==> src/rtl/prim_ram_arb_ctrl.sv <==
// Round-robin arbiter sharing one single-port RAM among NumReq requesters, with optional zero-fill after reset.
// Latency: grant is combinational in the request cycle; read data and rvalid_o arrive one cycle after the grant.
// Backpressure: a requester holds req_i and its payload until gnt_o; requests made while filling stall until the fill ends.
module prim_ram_arb_ctrl #(
    parameter int Width       = 32,
    parameter int Depth       = 128,
    parameter int NumReq      = 2,
    parameter bit InitOnReset = 1'b1,
    parameter int Aw          = $clog2(Depth)
) (
    input  logic                     clk_i,
    input  logic                     rst_ni,
    input  logic [NumReq-1:0]        req_i,
    input  logic [NumReq-1:0]        write_i,
    input  logic [NumReq*Aw-1:0]     addr_i,
    input  logic [NumReq*Width-1:0]  wdata_i,
    input  logic [NumReq*Width-1:0]  wmask_i,
    output logic [NumReq-1:0]        gnt_o,
    output logic [NumReq-1:0]        rvalid_o,
    output logic [Width-1:0]         rdata_o,
    output logic                     init_done_o,
    output logic                     ram_req_o,
    output logic                     ram_write_o,
    output logic [Aw-1:0]            ram_addr_o,
    output logic [Width-1:0]         ram_wdata_o,
    output logic [Width-1:0]         ram_wmask_o,
    input  logic [Width-1:0]         ram_rdata_i
);

    localparam int PtrW = $clog2(NumReq);

    typedef enum logic {
        StInit = 1'b0,
        StRun  = 1'b1
    } state_e;

    // Without a fill the controller comes out of reset already serviceable.
    localparam state_e ResetSt = InitOnReset ? StInit : StRun;

    state_e          state_q, state_d;
    logic [Aw-1:0]   fill_q, fill_d;
    logic [PtrW-1:0] ptr_q, ptr_d;
    logic            rd_pend_q, rd_pend_d;
    logic [PtrW-1:0] rd_id_q, rd_id_d;

    logic            gnt_vld;
    logic [PtrW-1:0] gnt_idx;

    // Round-robin search starting at ptr_q; descending loop so the nearest requester wins.
    always_comb begin
        logic [PtrW-1:0] idx;
        gnt_vld = 1'b0;
        gnt_idx = '0;
        idx     = '0;
        if (state_q == StRun) begin
            for (int k = NumReq - 1; k >= 0; k--) begin
                idx = PtrW'((int'(ptr_q) + k) % NumReq);
                if (req_i[idx]) begin
                    gnt_vld = 1'b1;
                    gnt_idx = idx;
                end
            end
        end
    end

    // FSM next state and fill counter; the write at Depth-1 is the last fill cycle.
    always_comb begin
        state_d = state_q;
        fill_d  = fill_q;
        case (state_q)
            StInit: begin
                fill_d = fill_q + 1'b1;
                if (fill_q == Aw'(Depth - 1)) begin
                    state_d = StRun;
                    fill_d  = '0;
                end
            end
            StRun: begin
                state_d = StRun;
            end
            default: begin
                state_d = ResetSt;
                fill_d  = '0;
            end
        endcase
    end

    // RAM port and grant outputs: fill writes while initialising, granted payload while running.
    always_comb begin
        gnt_o       = '0;
        ram_req_o   = 1'b0;
        ram_write_o = 1'b0;
        ram_addr_o  = '0;
        ram_wdata_o = '0;
        ram_wmask_o = '0;
        if (state_q == StInit) begin
            ram_req_o   = 1'b1;
            ram_write_o = 1'b1;
            ram_addr_o  = fill_q;
            ram_wmask_o = '1;
        end else if (gnt_vld) begin
            gnt_o[gnt_idx] = 1'b1;
            ram_req_o      = 1'b1;
            ram_write_o    = write_i[gnt_idx];
            ram_addr_o     = addr_i[gnt_idx*Aw +: Aw];
            ram_wdata_o    = wdata_i[gnt_idx*Width +: Width];
            ram_wmask_o    = wmask_i[gnt_idx*Width +: Width];
        end
    end

    // Pointer moves past the winner only when something was granted; granted reads become pending.
    always_comb begin
        ptr_d     = ptr_q;
        rd_pend_d = 1'b0;
        rd_id_d   = rd_id_q;
        if (gnt_vld) begin
            ptr_d     = (gnt_idx == PtrW'(NumReq - 1)) ? '0 : gnt_idx + 1'b1;
            rd_pend_d = ~write_i[gnt_idx];
            rd_id_d   = gnt_idx;
        end
    end

    // State registers; reset drops any read in flight so no stale rvalid_o follows.
    always_ff @(posedge clk_i or negedge rst_ni) begin
        if (!rst_ni) begin
            state_q   <= ResetSt;
            fill_q    <= '0;
            ptr_q     <= '0;
            rd_pend_q <= 1'b0;
            rd_id_q   <= '0;
        end else begin
            state_q   <= state_d;
            fill_q    <= fill_d;
            ptr_q     <= ptr_d;
            rd_pend_q <= rd_pend_d;
            rd_id_q   <= rd_id_d;
        end
    end

    // Read response: RAM data is forwarded only in the cycle its rvalid_o bit is set.
    always_comb begin
        rvalid_o = '0;
        rdata_o  = '0;
        if (rd_pend_q) begin
            rvalid_o[rd_id_q] = 1'b1;
            rdata_o           = ram_rdata_i;
        end
    end

    assign init_done_o = (state_q == StRun);

endmodule

==> config.mk <==
export PLATFORM = sky130hd
export DESIGN_NAME = prim_ram_arb_ctrl
export DESIGN_NICKNAME = d
export VERILOG_FILES = /design/src/rtl/prim_ram_arb_ctrl.sv
export SDC_FILE = /design/constraint.sdc
export NUM_CORES = 1
export LEC_CHECK = 0
export ABC_CLOCK_PERIOD_IN_PS = 2000
export BUFFER_PORTS_ARGS = -buffer_cell sky130_fd_sc_hd__buf_2
export CELL_PAD_IN_SITES_DETAIL_PLACEMENT = 2
export CELL_PAD_IN_SITES_GLOBAL_PLACEMENT = 2
export CORE_MARGIN = 2
export CORE_UTILIZATION = 11
export CTS_BUF_LIST = sky130_fd_sc_hd__clkbuf_4 sky130_fd_sc_hd__clkbuf_8
export DETAILED_ROUTE_END_ITERATION = 8
export HOLD_SLACK_MARGIN = 0.12
export PLACE_DENSITY_LB_ADDON = 0.15
export SYNTH_ARGS = -nofsm -noshare
export SYNTH_HDL_FRONTEND = slang
export SYNTH_SLANG_ARGS = --single-unit
==> constraint.sdc <==
create_clock -name clk_i -period 2 [get_ports clk_i]
set_input_delay 0.3 -clock clk_i [delete_from_list [all_inputs] [get_ports clk_i]]
set_output_delay 0.3 -clock clk_i [all_outputs]
set_load 0.05 [all_outputs]
==> flow_summary.json, run 1 <==
{
  "slew_violations": 0,
  "h_tree_levels": 1,
  "critical_path_class": "reg -> out",
  "synth_edf_count": 0,
  "design.die.area_um2": 17200,
  "min_path_type": "in -> reg",
  "synth_top_area_cell": "sky130_fd_sc_hd__nand3_1",
  "chipHeight_um": 131,
  "synth_top_cell_area_share_pct": 27.9,
  "fin_worst_hold_slack_ns": 0.336,
  "placement_rows": 46,
  "timing.critical_path.to": "ram_addr_o[2]",
  "portion_of_the_post_synthesis_area_used_by_sequential_elements_pct": 15.5,
  "yosys.cell_types.count": 33,
  "timing.rr.start": "init_done_o",
  "tritoncts_clock_tree": "built",
  "cts_root_buffer": "sky130_fd_sc_hd__clkbuf_8",
  "timing.max_cap.violations": 0,
  "met1_wire_length_mm": 4.90,
  "synth_cells": 259,
  "yosys-top-cells-area": "sky130_fd_sc_hd__nand3_1, sky130_fd_sc_hd__a22o_1, sky130_fd_sc_hd__dfrtp_1, sky130_fd_sc_hd__and2_1, sky130_fd_sc_hd__a221o_1",
  "placedCellCount": 747,
  "multi_input_comb_area_um2": 1430,
  "firstDrtPassIters": 4,
  "fmax_ghz": 0.512,
  "timing.final.crit_share_pct": 97.7,
  "finish.net_count": 725,
  "global_route.overflow_total": 0,
  "r2r_end": "fill_q[5]",
  "skew_ns": 0.000926,
  "run_status": "completed",
  "worst-r2r-cell-count": 5,
  "place.detailed.hpwl_mm": 10.3,
  "drc_errors": 0,
  "cellPowerDensity_nw_per_um2": 182,
  "worstPathCellList": "nand2b_4, and3_4, buf_12, a221o_1, buf_6",
  "synth-warning-count": 0,
  "number_of_antenna_violations_at_the_first_check_in_global_routing": 2,
  "initial_core_util_pct": 11.2,
  "grt_pass1_wl_mm": 19.2,
  "clock_latency_on_the_worst_skew_pair_ns": 0.24,
  "core_region_area_um2": 15800,
  "leakage_nw": 1.94,
  "cts.reportedPaths.clkPinSlew_ns": 0.06,
  "critPathMaxStageDelay_ns": 0.39,
  "postRouteAntennaNets": 0,
  "least_margin_pin_slew_ns": 0.283,
  "clock_sink_count": 11,
  "rsz0062_at_grt": "true",
  "layout.cells.non_filler": 760,
  "avgRoutedWirePerCell_um": 17.0,
  "worst_setup_path_start": "ptr_q",
  "timing.slew.headroom_pct": 81.0,
  "finalPower_mw": 0.707,
  "setup_viol_count_final": 0,
  "maxUsedRoutingLayer": "met5",
  "setup_tns_ns": 0,
  "top_reg_cell_synth": "sky130_fd_sc_hd__dfrtp_1",
  "critical-path-slowest-cell": "sky130_fd_sc_hd__dfrtp_1",
  "synthesis.area_per_instance_um2": 6.86,
  "critical_path_peak_fanout": 25,
  "place.port_buffers": 289,
  "yosys_register_bits": 11,
  "cp-start-kind": "flip-flop",
  "synthesis.nets": 440,
  "ff_latch_area_um2": 277,
  "pin_count_of_the_biggest_net_entering_global_routing": 39,
  "timing_hold_violations_final": 0,
  "weighted_congestion_reported_at_the_end_of_routability_driven_placement": 0.799,
  "worstPathRequired_ns": 1.70,
  "worstSetupEndpointType": "output pin",
  "timing.reg2reg.setup_slack_ns": 0.50,
  "detailroute.wirelength.met2_mm": 6.81,
  "vdd_ir_drop_max_v": 0.000114,
  "numCtsBuffers": 3,
  "grtUsageTotal_pct": 13.7,
  "finalWirelength_mm": 12.9,
  "width_of_the_die_um": 131,
  "finalCoreUtilization_pct": 24.5,
  "drt-vias-per-instance": 4.31,
  "layout-drive-gt1-share_pct": 66.1,
  "synth_area_um2": 1780,
  "grt_pass1_vias": 3404,
  "area_growth_syn_to_layout_pct": 119,
  "drt-initial-drc-count": 64,
  "vias": 3272,
  "boundaryPins": 290,
  "fillerInstances": 1938,
  "layout_min_cycle_time_ns": 1.95,
  "met3_wirelength_mm": 1.11,
  "postSynth.asyncResetShare_pct": 100,
  "critPathArrivalTime_ns": 1.65,
  "cts_buffer_depth": 2
}
==> worst max-delay path, delay by kind of cell, from the launching register on <==
family,cells,cell delay (ns)
AOI/OAI and AO/OA,1,0.33
buffers and inverters,2,0.32
and+or+nand+nor,2,0.36
DFF,1,0.39
==> sequential cells by signal, indices dropped and copies added (netlist names) <==
name	count
ptr_q	1
fill_q	7
rd_id_q	1
init_done_o	1
rd_pend_q	1
==> routing by layer <==
metal,global-route usage [%],vias to the layer above
li1,-,1533
met4,1.87,2
met1,14.7,1578
met5,0,-
met2,26.0,149
met3,5.25,10
==> cells in the mapped netlist (2+ instances only) <==
master	instances
sky130_fd_sc_hd__clkbuf_1	17
sky130_fd_sc_hd__buf_1	3
sky130_fd_sc_hd__buf_2	9
sky130_fd_sc_hd__dfrtp_1	11
sky130_fd_sc_hd__nand3b_1	2
sky130_fd_sc_hd__o31a_1	2
sky130_fd_sc_hd__o21ai_0	3
sky130_fd_sc_hd__o22a_1	2
sky130_fd_sc_hd__a22o_1	32
sky130_fd_sc_hd__nand3_1	99
sky130_fd_sc_hd__nand2_1	6
sky130_fd_sc_hd__and2_1	35
sky130_fd_sc_hd__buf_6	3
sky130_fd_sc_hd__nor2_1	2
sky130_fd_sc_hd__a221o_1	7
sky130_fd_sc_hd__and3_1	5
sky130_fd_sc_hd__nor2b_1	3
sky130_fd_sc_hd__xnor2_1	3
==> cells in the final DEF, fill, tap and decap left out, drive strengths merged, types with 2 or more instances in the layout <==
cell type,n
nand3,99
and2,35
a22o,32
clkbuf,31
nand3b,2
nor2b,3
and3,6
a221o,7
nor2,2
nand2,6
o22a,2
dfrtp,11
xnor2,3
o31a,2
o21ai,3
a21oi,2
buf,284
==> cells by family (layout without fill, tap and decap cells) <==
logic type / Yosys count / in the layout / synth area share [%]
flops: 11 / 11 / 15.5
xor+xnor: 3 / 3 / 1.48
buf+inv: 34 / 318 / 9.08
mux: 1 / 1 / 0.633
compound gates: 51 / 51 / 24.6
fa+ha+maj: 1 / 1 / 0.704
simple gates: 158 / 158 / 48.0
other cells: 0 / 1 / 0
==> power by group <==
part | switching (mW) | internal, mW | total [mW]
registers | 0 | 0.223 | 0.223
logic | 0.0941 | 0.141 | 0.235
clock network | 0.0947 | 0.154 | 0.249
total | 0.189 | 0.518 | 0.707
==> worst min-delay path by stage <==
stage,start,to,slack [ns],cells after the start
2_1_floorplan,rst_ni,fill_q[0],0.004,0
3_5_place_dp,rst_ni,fill_q[3],0.21,1
3_3_place_gp,rst_ni,fill_q[3],0.20,1
5_1_grt,write_i[0],rd_pend_q,0.35,3
6_report,write_i[0],rd_pend_q,0.34,3
4_1_cts,write_i[0],rd_pend_q,0.34,3
==> layout make-up <==
| type | count | area share (%) |
|---|---|---|
| Antenna cell | 1 | 0.0644 |
| Clock buffer | 4 | 1.26 |
| Inverter | 2 | 0.290 |
| Multi-Input combinational cell | 214 | 36.8 |
| Sequential cell | 11 | 7.12 |
| Tap cell | 216 | 6.96 |
| Timing Repair Buffer | 312 | 47.5 |
==> timing repair <==
action | 4_1_cts | 5_1_grt
hold buffers | 1 | 0
endpoints found under the setup margin | 48 | 41
buffers inserted | 3 | 1
pin swaps | 0 | 5
cloned | 0 | 3
endpoints found under the hold margin | 11 | 0
resized for setup | 10 | 37
==> per-stage QoR <==
stage | cell area (um2) | setup slack, ns
final | 3880 | 0.0455
after global routing | 3880 | -0.0164
after CTS | 3700 | 0.0137
after detailed placement | 3590 | 0.111
after global placement | 3590 | 0.147
after floorplan | 1850 | -0.0960
Note: power is estimated with default switching activity, not from simulation.
==> run 2, diff against run 1 <==
--- a/config.mk
+++ b/config.mk
@@ -11,7 +11,7 @@
 export CELL_PAD_IN_SITES_GLOBAL_PLACEMENT = 2
 export CORE_MARGIN = 2
 export CORE_UTILIZATION = 11
-export CTS_BUF_LIST = sky130_fd_sc_hd__clkbuf_4 sky130_fd_sc_hd__clkbuf_8
+export CTS_BUF_LIST = sky130_fd_sc_hd__clkbuf_4
 export DETAILED_ROUTE_END_ITERATION = 8
 export HOLD_SLACK_MARGIN = 0.12
 export PLACE_DENSITY_LB_ADDON = 0.15
==> flow_summary.json, run 2 (same netlist as run 1, synthesis figures left out) <==
{
  "placedCellCount": 747,
  "clockPowerShare_pct": 28.9,
  "dpl_worst_slack_ns": 0.111,
  "rsz0062_at_grt": "true",
  "power.share.sequential_pct": 34.3,
  "finalWirelength_mm": 13.1,
  "drc_errors": 0,
  "design.die.area_um2": 17200,
  "cts_root_buffer": "sky130_fd_sc_hd__clkbuf_4",
  "least_margin_pin_slew_ns": 0.316,
  "place.detailed.hpwl_mm": 10.3,
  "grtUsageTotal_pct": 14.2,
  "cts_buffer_depth": 2,
  "area_growth_syn_to_layout_pct": 132,
  "critical_path_class": "reg -> out",
  "place.port_buffers": 289,
  "most_frequent_cells_in_the_layout": "sky130_fd_sc_hd__buf_2, sky130_fd_sc_hd__nand3_1, sky130_fd_sc_hd__buf_6, sky130_fd_sc_hd__and2_1, sky130_fd_sc_hd__buf_4",
  "postRouteAntennaNets": 0,
  "critPathBufInv": 2,
  "layout_min_cycle_time_ns": 2.01,
  "worstPathCellList": "nand2b_4, and3_4, buf_12, a221o_1, buf_6",
  "vdd_ir_drop_max_v": 0.0000807,
  "critical_path.top_delay_family": "flip-flops",
  "largest_register_ffs": 7,
  "run_status": "finished with violations",
  "cts.reportedPaths.clkPinSlew_ns": 0.08,
  "design_area_um2": 4120,
  "timing.max_cap.violations": 0,
  "width_of_the_die_um": 131,
  "global_route.overflow_total": 0,
  "leakage_nw": 2.04,
  "most_common_library_cell_in_the_layout_ignoring_fill_and_taps": "sky130_fd_sc_hd__buf_2",
  "cp-start-kind": "flip-flop",
  "grt_pass1_vias": 3471,
  "min_path_type": "in -> reg",
  "critical_path_peak_fanout": 25,
  "avgRoutedWirePerCell_um": 17.3,
  "fin_worst_hold_slack_ns": 0.287,
  "layout.cells.non_filler": 759,
  "critical-path-slowest-cell": "sky130_fd_sc_hd__dfrtp_1",
  "layout-drive-gt1-share_pct": 66.4,
  "worstSetupEndpointType": "output pin",
  "initial_core_util_pct": 11.2,
  "final_critical_path_setup_slack_ns": -0.00738,
  "worstPathRequired_ns": 1.70,
  "placement_rows": 46,
  "numCtsBuffers": 3,
  "setup_tns_ns": -0.00738,
  "cellPowerDensity_nw_per_um2": 157,
  "timing.slew.headroom_pct": 78.9,
  "timing_hold_violations_final": 0,
  "setup_viol_count_final": 1,
  "firstDrtPassIters": 4,
  "finish.net_count": 724,
  "power.combinational.fraction_pct": 36.8,
  "slew_violations": 0,
  "p_int_mw": 0.455,
  "switching_share_pct": 29.7,
  "p_sw_mw": 0.192,
  "h_tree_levels": 1,
  "drt-vias-per-instance": 4.31,
  "critPathMaxStageDelay_ns": 0.40,
  "placed_cell_area_um2": 3590,
  "finalPower_mw": 0.647,
  "skew_ns": 0.00178,
  "largest-register": "fill_q",
  "violations": "negative setup slack",
  "clock_sink_count": 11,
  "fmax_ghz": 0.498,
  "core_region_area_um2": 15800,
  "number_of_antenna_violations_at_the_first_check_in_global_routing": 2,
  "finalCoreUtilization_pct": 26.0,
  "vias": 3274,
  "timing.final.crit_share_pct": 100,
  "tritoncts_clock_tree": "built",
  "weighted_congestion_reported_at_the_end_of_routability_driven_placement": 0.799,
  "critPathArrivalTime_ns": 1.71,
  "pin_count_of_the_biggest_net_entering_global_routing": 37,
  "chipHeight_um": 131,
  "drt-initial-drc-count": 73,
  "grt_pass1_wl_mm": 19.8,
  "clock_latency_on_the_worst_skew_pair_ns": 0.29,
  "boundaryPins": 290
}
run 2: changes by cell type in the layout (fill, tap and decap cells not counted), sizes merged:
cell | previous run | this run
buf | 284 | 303
clkbuf | 31 | 10
clkinv | 0 | 1
bufbuf | 0 | 1
clkinvlp | 1 | 0
run 2: path summary, 6_finish.rpt:
| check | to | from | slack (ns) | cells past startpoint |
|---|---|---|---|---|
| max in group asynchronous | init_done_o | rst_ni | 1.29 | 2 |
| worst min register to register | rd_id_q | rd_id_q | 0.54 | 1 |
| worst max-delay path | ram_addr_o[2] | ptr_q | -0.007 | 5 |
| min in group asynchronous | fill_q[3] | rst_ni | 0.46 | 2 |
| worst max register to register | fill_q[3] | fill_q[0] | 0.57 | 4 |
| worst min-delay path | rd_pend_q | write_i[0] | 0.29 | 3 |
run 2: worst register-to-register path: cells and delay by family (launching register included):
kind	cells	cell delay (ns)
and+or+nand+nor	1	0.12
adders and majority gates	1	0.25
DFF	1	0.44
AOI/OAI and AO/OA	2	0.48
run 2: routing by layer:
metal	global-route usage [%]	share of wire [%]	wire [um]	vias to the layer above
li1	-	-	-	1533
met1	14.9	36	4780	1576
met2	27.6	54	7070	150
met3	4.98	8.5	1110	13
met4	2.23	0.96	126	2
met5	0	0.099	13	-
run 2: final cells by class:
cell class / count / area, um2
tap: 216 / 270
antenna: 1 / 2.50
timing repair buffer: 311 / 2090
sequential: 11 / 277
inverter: 2 / 8.76
clock buffer: 4 / 30.0
multi-input combinational: 214 / 1450
fill: 1913 / 11700
run 2: power groups by stage:
stage / Combinational (mW) / Clock, mW / Sequential (mW)
after floorplan: 0.0395 / 0 / 0.227
after global placement: 0.229 / 0 / 0.227
after detailed placement: 0.237 / 0 / 0.227
after CTS: 0.242 / 0.195 / 0.222
after global routing: 0.267 / 0.205 / 0.222
final: 0.238 / 0.187 / 0.222
run 2: what timing repair did:
| action | CTS | global route |
|---|---|---|
| endpoints found under the hold margin | 11 | 0 |
| endpoints found under the setup margin | 72 | 71 |
| hold buffers | 1 | 0 |
| resized for setup | 39 | 129 |
| gates cloned | 2 | 1 |
| setup buffers | 3 | 0 |
| pin swaps | 2 | 3 |
==> run 3, diff against run 2 <==
--- a/config.mk
+++ b/config.mk
@@ -9,6 +9,7 @@
 export BUFFER_PORTS_ARGS = -buffer_cell sky130_fd_sc_hd__buf_2
 export CELL_PAD_IN_SITES_DETAIL_PLACEMENT = 2
 export CELL_PAD_IN_SITES_GLOBAL_PLACEMENT = 2
+export CORE_ASPECT_RATIO = 1.75
 export CORE_MARGIN = 2
 export CORE_UTILIZATION = 11
 export CTS_BUF_LIST = sky130_fd_sc_hd__clkbuf_4
==> flow_summary.json, run 3 (same netlist as run 1, synthesis figures left out) <==
{
  "setup_viol_count_final": 3,
  "postRouteAntennaNets": 0,
  "place.detailed.hpwl_mm": 11.0,
  "violations": "negative setup slack",
  "critical_path.top_delay_family": "flip-flops",
  "numCtsBuffers": 3,
  "core_region_area_um2": 15900,
  "design.die.area_um2": 17200,
  "grtUsageTotal_pct": 14.1,
  "width_of_the_die_um": 100,
  "number_of_antenna_violations_at_the_first_check_in_global_routing": 0,
  "cellPowerDensity_nw_per_um2": 152,
  "timing.final.crit_share_pct": 101,
  "skew_ns": 0.00746,
  "h_tree_levels": 1,
  "critPathMaxStageDelay_ns": 0.48,
  "least_margin_pin_slew_ns": 0.338,
  "grt_pass1_wl_mm": 19.2,
  "initial_core_util_pct": 11.2,
  "worstSetupEndpointType": "output pin",
  "cts_root_buffer": "sky130_fd_sc_hd__clkbuf_4",
  "finalWirelength_mm": 14.2,
  "global_route.overflow_total": 0,
  "run_status": "finished with violations",
  "timing_hold_violations_final": 0,
  "pin_count_of_the_biggest_net_entering_global_routing": 37,
  "grt_pass1_vias": 3482,
  "cp-start-kind": "flip-flop",
  "vias": 3351,
  "layout-drive-gt1-share_pct": 67.9,
  "most_common_library_cell_in_the_layout_ignoring_fill_and_taps": "sky130_fd_sc_hd__buf_2",
  "most_frequent_cells_in_the_layout": "sky130_fd_sc_hd__buf_2, sky130_fd_sc_hd__nand3_1, sky130_fd_sc_hd__buf_4, sky130_fd_sc_hd__and2_1, sky130_fd_sc_hd__a22o_2",
  "vdd_ir_drop_max_v": 0.0000968,
  "weighted_congestion_reported_at_the_end_of_routability_driven_placement": 0.713,
  "placement_rows": 61,
  "cts.reportedPaths.clkPinSlew_ns": 0.09,
  "cts_buffer_depth": 2,
  "gr-max-usage-layer": "met2",
  "critical_path_class": "reg -> out",
  "grt.met1_usage_pct": 14.3,
  "tritoncts_clock_tree": "built",
  "place.port_buffers": 289,
  "avgRoutedWirePerCell_um": 18.9,
  "design_area_um2": 4130,
  "fmax_ghz": 0.497,
  "placed_cell_area_um2": 3580,
  "critPathArrivalTime_ns": 1.71,
  "drc_errors": 0,
  "clock_sink_count": 11,
  "min_path_type": "in -> reg",
  "leakage_nw": 2.08,
  "rsz0062_at_grt": "true",
  "drt-initial-drc-count": 46,
  "layout_min_cycle_time_ns": 2.01,
  "slew_violations": 0,
  "largest_register_ffs": 7,
  "largest-register": "fill_q",
  "globalRouteMet3Util_pct": 3.11,
  "critPathBufInv": 3,
  "finish.net_count": 739,
  "clock_latency_on_the_worst_skew_pair_ns": 0.27,
  "timing.slew.headroom_pct": 77.2,
  "chipHeight_um": 172,
  "worstPathRequired_ns": 1.70,
  "area_growth_syn_to_layout_pct": 132,
  "final_critical_path_setup_slack_ns": -0.0117,
  "firstDrtPassIters": 4,
  "boundaryPins": 290,
  "worstPathCellList": "nand2_4, a21oi_4, buf_12, clkbuf_16, a221o_1, buf_6",
  "globalRouteMet2Util_pct": 29.0,
  "critical-path-slowest-cell": "sky130_fd_sc_hd__dfrtp_2",
  "drt-vias-per-instance": 4.49,
  "timing.max_cap.violations": 0,
  "critical_path_peak_fanout": 9,
  "finalCoreUtilization_pct": 26.0
}
-- run 3: cell count changes in the layout (fill, tap and decap cells not counted), sizes merged --
| cell | delta |
|---|---|
| bufbuf | -1 |
| clkbuf | -1 |
| buf | +15 |
| and3 | +1 |
| inv | +1 |
-- run 3: cell type report --
cell class,count,area (um2)
clock buffers,3,22.5
multi-input cells,215,1470
flip-flops and latches,11,277
repair buffers,325,2100
inverters,2,10.0
well taps,189,236
diodes,1,2.50
clock inverters,1,5.00
fillers,1929,11800
-- run 3: worst paths after layout --
path / from / to / slack [ns] / cells past startpoint
max in group asynchronous: rst_ni / init_done_o / 1.31 / 2
setup / recovery: init_done_o / ram_addr_o[2] / -0.01 / 6
setup reg to reg: init_done_o / fill_q[5] / 0.41 / 5
hold / removal: write_i[1] / rd_pend_q / 0.31 / 3
min in group asynchronous: rst_ni / fill_q[1] / 0.45 / 2
hold reg to reg: rd_id_q / rd_id_q / 0.55 / 1
-- run 3: worst register-to-register path, stage by stage (launching register included) --
cell and delay (ns):
sky130_fd_sc_hd__dfrtp_2 0.48, sky130_fd_sc_hd__buf_4 0.18, sky130_fd_sc_hd__buf_8 0.15, sky130_fd_sc_hd__nand4b_1 0.29, sky130_fd_sc_hd__o31a_1 0.18, sky130_fd_sc_hd__o22a_1 0.20
-- run 3: metrics by stage --
stage	worst slack, ns	hold slack (ns)	instances	TNS, ns	power, mW
3_3_place_gp	0.157	0.200	724	0	0.451
5_1_grt	-0.0684	0.324	746	-1.29	0.673
2_1_floorplan	-0.0960	0.00441	259	-2.30	0.266
4_1_cts	-0.0534	0.287	733	-0.113	0.635
6_report	-0.0117	0.312	747	-0.0129	0.627
3_5_place_dp	0.134	0.202	724	0	0.461
-- run 3: repair_timing --
action	CTS	global route
setup endpoints to repair	66	69
pin swaps	4	4
gates resized for setup	58	66
endpoints found under the hold margin	11	0
hold buffers	1	0
cloned	1	4
buffers inserted	3	9
-- run 3: report_power, final --
| part | switching, mW | internal, mW | leakage (nW) |
|---|---|---|---|
| sequential | 0 | 0.222 | 0.138 |
| clock | 0.0896 | 0.0740 | 0.0177 |
| combinational | 0.0980 | 0.143 | 1.92 |
| total | 0.188 | 0.439 | 2.08 |
-- run 3: routing by layer --
layer  wire, um  vias up
met4        235        0
met1       4620     1567
met5          0        -
met2       8080      203
li1           -     1569
met3       1210       12
